`src/rtl/fetch_unit_if.sv`:
```
// fetch_unit_if: sequencer/loader-side signal bundle for fetch_unit.
// The master drives fetch, branch and program-load requests.
// The slave returns the fetched instruction, its PC, a valid pulse and the halt flag.
interface fetch_unit_if #(
    parameter int ADDR_W  = 6,
    parameter int INSTR_W = 16
);
    logic               I_enfetch;
    logic               I_branch;
    logic [ADDR_W-1:0]  I_branch_target;
    logic               I_ld_en;
    logic [ADDR_W-1:0]  I_ld_addr;
    logic [INSTR_W-1:0] I_ld_data;
    logic [INSTR_W-1:0] O_instr;
    logic [ADDR_W-1:0]  O_pc;
    logic               O_valid;
    logic               O_halt;

    modport master (
        output I_enfetch, I_branch, I_branch_target,
        output I_ld_en, I_ld_addr, I_ld_data,
        input  O_instr, O_pc, O_valid, O_halt
    );

    modport slave (
        input  I_enfetch, I_branch, I_branch_target,
        input  I_ld_en, I_ld_addr, I_ld_data,
        output O_instr, O_pc, O_valid, O_halt
    );
endinterface

```
`src/rtl/fetch_unit.sv`:
```
// fetch_unit: PC register plus a 2**ADDR_W x INSTR_W instruction memory.
// A fetch registers mem[PC] and PC, then advances PC, with a latency of one cycle.
// The memory can be written at any time through the load port.
// A fetched opcode of 4'hF stops fetching until reset.
// Optional macro FETCH_PC_WRAP_EN: when it is defined, a fetch at the last address wraps PC to 0.
// When it is left undefined, the fetch at the last address completes and then the unit halts.
module fetch_unit #(
    parameter int ADDR_W  = 6,
    parameter int INSTR_W = 16
) (
    input  logic          I_clk,
    input  logic          I_reset,
    fetch_unit_if.slave   bus
);
    localparam int              DEPTH   = 1 << ADDR_W;
    localparam logic [ADDR_W-1:0] LAST_PC = '1;
    localparam logic [3:0]      OP_HALT = 4'hF;

    typedef enum logic {
        ST_RUN,
        ST_HALTED
    } state_t;

    state_t              state_q;
    logic [INSTR_W-1:0]  mem [DEPTH];
    logic [ADDR_W-1:0]   pc_q;
    logic [ADDR_W-1:0]   pc_next;
    logic [ADDR_W-1:0]   pc_out_q;
    logic [INSTR_W-1:0]  instr_q;
    logic                valid_q;
    logic                fetch_go;
    logic [INSTR_W-1:0]  rd_word;
    logic                op_halt;
    logic                end_halt;
    logic                stop_now;

    assign fetch_go = bus.I_enfetch && (state_q == ST_RUN);
    assign rd_word  = mem[pc_q];
    assign op_halt  = (rd_word[INSTR_W-1 -: 4] == OP_HALT);

`ifdef FETCH_PC_WRAP_EN
    assign end_halt = 1'b0;
`else
    assign end_halt = (pc_q == LAST_PC);
`endif

    assign stop_now = fetch_go && (op_halt || end_halt);

    // Program load port; the memory is never cleared, and a fetch on the same edge sees the old word.
    always_ff @(posedge I_clk) begin
        if (bus.I_ld_en) begin
            mem[bus.I_ld_addr] <= bus.I_ld_data;
        end
    end

    // Next PC: a branch beats the increment, a stopping fetch freezes PC, and a halted unit ignores everything.
    always_comb begin
        pc_next = pc_q;
        if (state_q == ST_RUN) begin
            if (stop_now) begin
                pc_next = pc_q;
            end else if (bus.I_branch) begin
                pc_next = bus.I_branch_target;
            end else if (fetch_go) begin
                pc_next = pc_q + ADDR_W'(1);
            end
        end
    end

    // Run/halt state, PC and the registered fetch outputs.
    always_ff @(posedge I_clk or posedge I_reset) begin
        if (I_reset) begin
            state_q  <= ST_RUN;
            pc_q     <= '0;
            pc_out_q <= '0;
            instr_q  <= '0;
            valid_q  <= 1'b0;
        end else begin
            valid_q <= 1'b0;
            pc_q    <= pc_next;
            if (fetch_go) begin
                instr_q  <= rd_word;
                pc_out_q <= pc_q;
                valid_q  <= 1'b1;
            end
            if (stop_now) begin
                state_q <= ST_HALTED;
            end
        end
    end

    assign bus.O_instr = instr_q;
    assign bus.O_pc    = pc_out_q;
    assign bus.O_valid = valid_q;
    assign bus.O_halt  = (state_q == ST_HALTED);
endmodule

```
`src/flat_wrapper.sv`:
```
// flat-port wrapper written by rule: the top's interface ports become plain ports
module fetch_unit_flat 
#(
    parameter int ADDR_W  = 6,
    parameter int INSTR_W = 16
)
  (I_clk, I_reset, bus_I_enfetch, bus_I_branch, bus_I_branch_target, bus_I_ld_en, bus_I_ld_addr, bus_I_ld_data, bus_O_instr, bus_O_pc, bus_O_valid, bus_O_halt);
  fetch_unit_if #(.ADDR_W(ADDR_W), .INSTR_W(INSTR_W)) bus_i ();
  input  logic I_clk;
  input  logic I_reset;
  input wire logic [$bits(bus_i.I_enfetch)-1:0] bus_I_enfetch;
  input wire logic [$bits(bus_i.I_branch)-1:0] bus_I_branch;
  input wire logic [$bits(bus_i.I_branch_target)-1:0] bus_I_branch_target;
  input wire logic [$bits(bus_i.I_ld_en)-1:0] bus_I_ld_en;
  input wire logic [$bits(bus_i.I_ld_addr)-1:0] bus_I_ld_addr;
  input wire logic [$bits(bus_i.I_ld_data)-1:0] bus_I_ld_data;
  output wire logic [$bits(bus_i.O_instr)-1:0] bus_O_instr;
  output wire logic [$bits(bus_i.O_pc)-1:0] bus_O_pc;
  output wire logic [$bits(bus_i.O_valid)-1:0] bus_O_valid;
  output wire logic [$bits(bus_i.O_halt)-1:0] bus_O_halt;
  assign bus_i.I_enfetch = bus_I_enfetch;
  assign bus_i.I_branch = bus_I_branch;
  assign bus_i.I_branch_target = bus_I_branch_target;
  assign bus_i.I_ld_en = bus_I_ld_en;
  assign bus_i.I_ld_addr = bus_I_ld_addr;
  assign bus_i.I_ld_data = bus_I_ld_data;
  assign bus_O_instr = bus_i.O_instr;
  assign bus_O_pc = bus_i.O_pc;
  assign bus_O_valid = bus_i.O_valid;
  assign bus_O_halt = bus_i.O_halt;
  fetch_unit #(.ADDR_W(ADDR_W), .INSTR_W(INSTR_W)) u_core (.I_clk(I_clk), .I_reset(I_reset), .bus(bus_i));
endmodule
```
`config.mk`:
```
export PLATFORM = sky130hd
export DESIGN_NAME = fetch_unit_flat
export DESIGN_NICKNAME = d
export VERILOG_FILES = /design/src/rtl/fetch_unit_if.sv /design/src/rtl/fetch_unit.sv /design/src/flat_wrapper.sv
export SDC_FILE = /design/constraint.sdc
export NUM_CORES = 1
export LEC_CHECK = 0
export CORE_MARGIN = 2
export CORE_UTILIZATION = 60
export CTS_CLUSTER_DIAMETER = 150
export CTS_CLUSTER_SIZE = 40
export DETAILED_ROUTE_END_ITERATION = 10
export DONT_BUFFER_PORTS = 1
export HOLD_SLACK_MARGIN = 0.1
export PLACE_DENSITY_LB_ADDON = 0.08
export SLEW_MARGIN = 10
export SYNTH_ARGS = -nofsm -noshare
export SYNTH_HDL_FRONTEND = slang
export SYNTH_SLANG_ARGS = --single-unit
```
`constraint.sdc`:
```
create_clock -name I_clk -period 4 [get_ports I_clk]
set_input_delay 0.4 -clock I_clk [delete_from_list [all_inputs] [get_ports I_clk]]
set_output_delay 0.4 -clock I_clk [all_outputs]
set_load 0.005 [all_outputs]
```
==> impl_metrics.ini, run 1 <==
[detailed_routing]
wire_per_inst_um = 33.8
via_per_inst = 6.74
drtIter0Drc = 2616
first_pass_iters = 5
antenna_left = 0
drc_errors = 0
via_count = 18800
routed_wirelength_mm = 94.1

[die]
start_util_pct = 60.7
die_area_um2 = 70100
core_um2 = 67300
ios = 57
die_width_um = 265
die_height_um = 265
fp-row-count = 95

[synthesis]
synth_seq_cells = 1054
synth_edf_count = 1024
syn_area_um2 = 40800
post_synth_and_or_nand_nor_area_fraction_pct = 2.70
yosysSeqAreaShare_pct = 77.2
async_flop_share_pct = 2.85
syn_area_per_cell_um2 = 22.7
syn-num-nets = 1831
synth_mux_area_share_pct = 17.7
synth_top_family_by_area = multiplexers
netlist_instances = 1797
synthDistinctLibCells = 51
synthXorXnorAreaFrac_pct = 0
synth_compound_area_share_pct = 0.950
yosysWarnings = 0
dominantRegCellSynth = edfxtp_1
synth_fa_ha_area_share_pct = 0.0306

[worst_setup_path]
setup.worst_path.end_class = flop
ff2ff_path_depth = 12
reg2reg_slack_ns = 0.19
r2r-end = u_core.pc_q[2]
max_stage_delay_ns = 0.67
cp-start-kind = flop
rr_startpoint = u_core.pc_q[1]
cp.depth = 12
crit_path_start = u_core.pc_q[1]
cp.arrival_ns = 4.42
cp.required_ns = 4.61
cp_max_fo = 18
criticalPathCategory = reg -> reg
cp_cell_sequence = buf_12 -> mux4_2 -> nand3b_1 -> o21ai_0 -> a2111oi_1 -> buf_4 -> a211oi_1 -> nand4_2 -> buf_4 -> a311oi_1 -> a211oi_1 -> dlygate4sd3_1
cpLargestDelayFamily = buffers and inverters
crit_buf_inv = 4
crit_path_end = u_core.pc_q[2]
crit_path_top_delay_cell = dfrtp_4

[timing]
fin_crit_sh_pct = 95.4
final-max-slew-violation-count = 0
fin_crit_ns = 3.81
finalSetupTns_ns = 0
setup_viol = 0
max_freq_mhz = 262
fin_worst_skew_ns = 0.0307
worst_pin_slew_ns = 1.11
whs_ns = 0.172
finalHoldViolations = 0
rsz0062_at_grt = false
slew_headroom_pct = 25.8

[placed_design]
io_buffers = 0
globalplace.congestion = 0.845
place_hpwl_mm = 54.3

[clock_network]
cts_tree = done
clock-root-buffer = clkbuf_16
clock_path_buffers = 3
htree_levels = 1
numCtsBuffers = 30
clock-sinks = 1054
clk_latency_ns = 0.67
cts.clk_slew.worst_paths_ns = 0.14

[finish]
fillers = 4318
final_common_cell = edfxtp_1
fin_nets = 1932
final_cell_mix = edfxtp_1, mux4_2, buf_4, nand2_1, nor2_1
multi_input_area_um2 = 8800
register_area_um2 = 31500
drive_above_1_share_pct = 27.0
area_delta_synth_final_pct = 8.11

[pwr]
power_density_nw_per_um2 = 579
peakVddDrop_v = 0.000435
power.leakage_nw = 13.7

[flow_run]
cap_violations = 0

[min_path]
hp-start = bus_I_enfetch
hold_class = in -> reg

[grt]
antenna_found_initial = 0
grt-ovfl-total = 0
grt_pass1_vias = 18800
grt_pass1_wl_mm = 134
grt_max_degree = 65
grt_use_total_pct = 27.1

[run_status]
status = complete, no violations
worst register-to-register path, delay by kind of cell, from the launching register on:
family / cells / cell delay [ns]
AO/OA/AOI/OAI: 5 / 1.12
buffers and inverters: 4 / 1.21
flip-flops: 1 / 0.67
multiplexers: 1 / 0.54
AND/OR/NAND/NOR: 2 / 0.24
metal layers:
layer	part of all wire, %	track usage, %
met5	0	0
met1	41	41.5
met4	1.7	4.55
met3	8.4	3.32
met2	49	43.8
logic make-up after synthesis:
| group | after synthesis |
|---|---|
| muxes | 336 |
| adders and majority gates | 1 |
| buffers and inverters | 105 |
| AOI/OAI and AO/OA | 57 |
| DFF | 1054 |
| and+or+nand+nor | 244 |
cells in the mapped netlist (2+ instances only):
master,count,share of area [%]
nor3b_1,3,0.055
clkbuf_1,39,0.36
nand3_1,22,0.27
nor3_1,10,0.12
nand3b_1,5,0.092
buf_12,2,0.098
buf_1,13,0.12
buf_6,10,0.28
mux4_1,5,0.32
and3_1,5,0.077
a21oi_1,9,0.11
nand2_1,84,0.77
dfrtp_1,30,1.8
a31oi_1,3,0.046
a21o_1,3,0.055
o221ai_1,2,0.043
nand4b_1,3,0.064
or3_1,2,0.031
a22oi_1,6,0.11
inv_1,3,0.028
a311oi_1,3,0.064
nor2_1,85,0.78
buf_4,18,0.33
mux2i_1,24,0.59
o21ai_0,13,0.16
a2111oi_0,2,0.043
nor2b_1,9,0.14
a211oi_1,7,0.13
nand2b_1,6,0.092
mux4_2,301,17
o311ai_0,2,0.043
mux2_2,5,0.14
nand4_1,5,0.077
buf_2,18,0.22
edfxtp_1,1024,75
sequential cells by signal, indices dropped and copies added, names as in the netlist:
signal / cells
u_core.bus.O_instr: 16
u_core.pc_q: 6
u_core.mem: 1024
u_core.bus.O_valid: 1
u_core.bus.O_pc: 6
u_core.bus.O_halt: 1
timing repair:
item,CTS,global route
hold buffers,46,0
setup endpoints to repair,0,3
buffers inserted,0,4
hold endpoints to repair,1061,0
gates resized for setup,0,3
worst min path at each step:
stage / endpoint / cells after the start
final: u_core.bus.O_pc[1] / 4
after CTS: u_core.bus.O_instr[13] / 4
after detailed placement: u_core.bus.O_instr[14] / 1
after global routing: u_core.mem[48][6] / 2
after floorplan: u_core.bus.O_instr[0] / 2
after global placement: u_core.bus.O_instr[14] / 1
report_power, final:
group / switching (mW) / internal (mW) / total [mW]
sequential: 0.416 / 12.3 / 12.7
combinational: 4.26 / 4.08 / 8.34
clock: 3.01 / 1.46 / 4.48
total: 7.69 / 17.9 / 25.6
per-stage QoR:
step	total power [mW]	setup WS, ns	area (um^2)	std cells	util, %
final	25.6	0.186	44100	2784	65.6
after global routing	26.4	0.0307	44100	2783	65.6
after CTS	25.5	0.0725	44000	2779	65.5
after detailed placement	21.0	0.544	42400	2689	63.1
after global placement	20.9	0.534	42400	2689	63.1
after floorplan	18.4	1.20	40800	1797	-
area by class of cell:
type | instances | area share [%]
Sequential cell | 1054 | 71.4
Timing Repair Buffer | 170 | 4.20
Clock buffer | 43 | 1.86
Multi-Input combinational cell | 638 | 19.9
Clock inverter | 1 | 0.0680
Inverter | 4 | 0.0397
Tap cell | 873 | 2.47
Antenna cell | 1 | 0.00567
Note: power is estimated with default switching activity, not from simulation.
==> run 2: changes to the inputs <==
CORE_ASPECT_RATIO = 0.9   (was not set)
DONT_BUFFER_PORTS = not set   (was 1)
==> run 2 against run 1 <==
Against the previous run: sequential power is essentially flat; non-clock buffer count grew 29; critical endpoint is now u_core.pc_q[0]; flip-flop and latch count is the same; core utilization shrank 0.098 points; largest cell class unchanged; via count grew 2.3%; count of clock-buffer cells in the layout grew 12; critical path type unchanged; worst hold slack gained 0.018 ns; sequential share of layout area grew 0.16 points.
==> impl_metrics.ini, run 2 (synthesized netlist as in run 1, its figures left out) <==
[run_status]
status = complete, no violations

[grt]
top_usage_layer = met1
grtUsageMet1_pct = 44.0
grt-ovfl-total = 0
grt_use_total_pct = 27.5
use_met2_pct = 42.2
grt_max_degree = 65
grt_util_met3_pct = 4.10
antenna_found_initial = 4
grt_pass1_vias = 18600
grt_pass1_wl_mm = 136

[min_path]
hold_class = in -> reg

[finish]
final_common_cell = edfxtp_1
fillers = 4337
final_cell_mix = edfxtp_1, mux4_2, buf_4, nand2_1, nor2_1
largest_register = u_core.mem
diodes = 0
drive_above_1_share_pct = 26.8
area_delta_synth_final_pct = 7.87
largest_reg_flops = 1024
fin_area_um2 = 44000
fin_nets = 1961

[detailed_routing]
drc_errors = 0
wire_per_inst_um = 33.6
via_per_inst = 6.80
drtIter0Drc = 2494
antenna_left = 0
via_count = 19200
routed_wirelength_mm = 95.0
first_pass_iters = 7

[die]
core_um2 = 67200
die_area_um2 = 70100
die_height_um = 251
fp-row-count = 90
start_util_pct = 60.7
ios = 57
die_width_um = 279

[placed_design]
io_buffers = 56
globalplace.congestion = 0.844
place_hpwl_mm = 57.8
place_area_um2 = 43100

[timing]
slew_headroom_pct = 19.9
fin_crit_ns = 3.65
finalSetupTns_ns = 0
max_freq_mhz = 274
fin_worst_skew_ns = 0.0404
whs_ns = 0.190
fin_crit_sh_pct = 91.2
setup_viol = 0
final-max-slew-violation-count = 0
finalHoldViolations = 0
rsz0062_at_grt = false
worst_pin_slew_ns = 1.20

[pwr]
power.leakage_nw = 13.7
power_mw = 25.8
peakVddDrop_v = 0.000379
power_density_nw_per_um2 = 587

[clock_network]
numCtsBuffers = 30
clock-root-buffer = clkbuf_16
clock-sinks = 1054
htree_levels = 1
clock_path_buffers = 3
cts.clk_slew.worst_paths_ns = 0.14
cts_resized = 0
clk_latency_ns = 0.68
cts_tree = done

[flow_run]
cap_violations = 0

[worst_setup_path]
setup.worst_path.end_class = flop
cp_max_fo = 38
cp.arrival_ns = 4.22
criticalPathCategory = reg -> reg
cp.required_ns = 4.57
cp-start-kind = flop
run 2: path summary, 6_finish.rpt:
check / from / to / slack (ns) / depth (start not counted)
worst max-delay path: u_core.pc_q[1] / u_core.pc_q[0] / 0.35 / 9
worst min-delay path: bus_I_ld_data[7] / u_core.mem[50][7] / 0.19 / 1
worst max register to register: u_core.pc_q[1] / u_core.pc_q[0] / 0.35 / 9
worst min register to register: u_core.bus.O_pc[3] / u_core.bus.O_pc[3] / 0.51 / 2
max in group asynchronous: I_reset / u_core.bus.O_instr[3] / 3.06 / 3
min in group asynchronous: I_reset / u_core.bus.O_instr[13] / 0.23 / 2
run 2: stage by stage:
stage               utilization, %  setup slack, ns  instances
finish                        65.5            0.351       2825
global route                  65.5            0.207       2825
CTS                           65.4            0.374       2822
detailed placement            64.0            0.398       2765
global placement              64.0            0.420       2765
floorplan                        -             1.20       1797
run 2: final cells by class:
class | instances | area, um^2 | share of cell area [%]
Clock buffer | 55 | 866 | 1.97
Clock inverter | 1 | 30.0 | 0.0682
Inverter | 4 | 17.5 | 0.0398
Multi-Input combinational cell | 638 | 8770 | 19.9
Sequential cell | 1054 | 31500 | 71.6
Tap cell | 874 | 1090 | 2.48
Timing Repair Buffer | 199 | 1740 | 3.96
run 2: routing by layer:
metal / vias to the layer above / wire length, um
li1: 7761 / -
met1: 10400 / 40100
met2: 947 / 44600
met3: 106 / 8740
met4: 2 / 1660
met5: - / 11
run 2: worst max-delay path, stage by stage, from the launching register on:
cell	delay (ns)
dfrtp_4	0.90
buf_12	0.34
mux4_2	0.53
mux2i_1	0.31
o21ai_0	0.31
o311a_1	0.42
nand4_2	0.20
buf_12	0.14
nand2_1	0.06
o311ai_0	0.31
run 2: what timing repair did:
| item | in CTS | in global routing |
|---|---|---|
| hold buffers | 1 | 0 |
| endpoints found under the setup margin | 0 | 0 |
| setup buffers | 0 | 0 |
| hold endpoints to repair | 10 | 0 |
run 2: where the power goes:
part	internal, mW	total, mW	switching, mW
sequential	12.3	12.9	0.539
clock	1.51	4.53	3.02
combinational	4.14	8.46	4.32
total	18.0	25.8	7.88
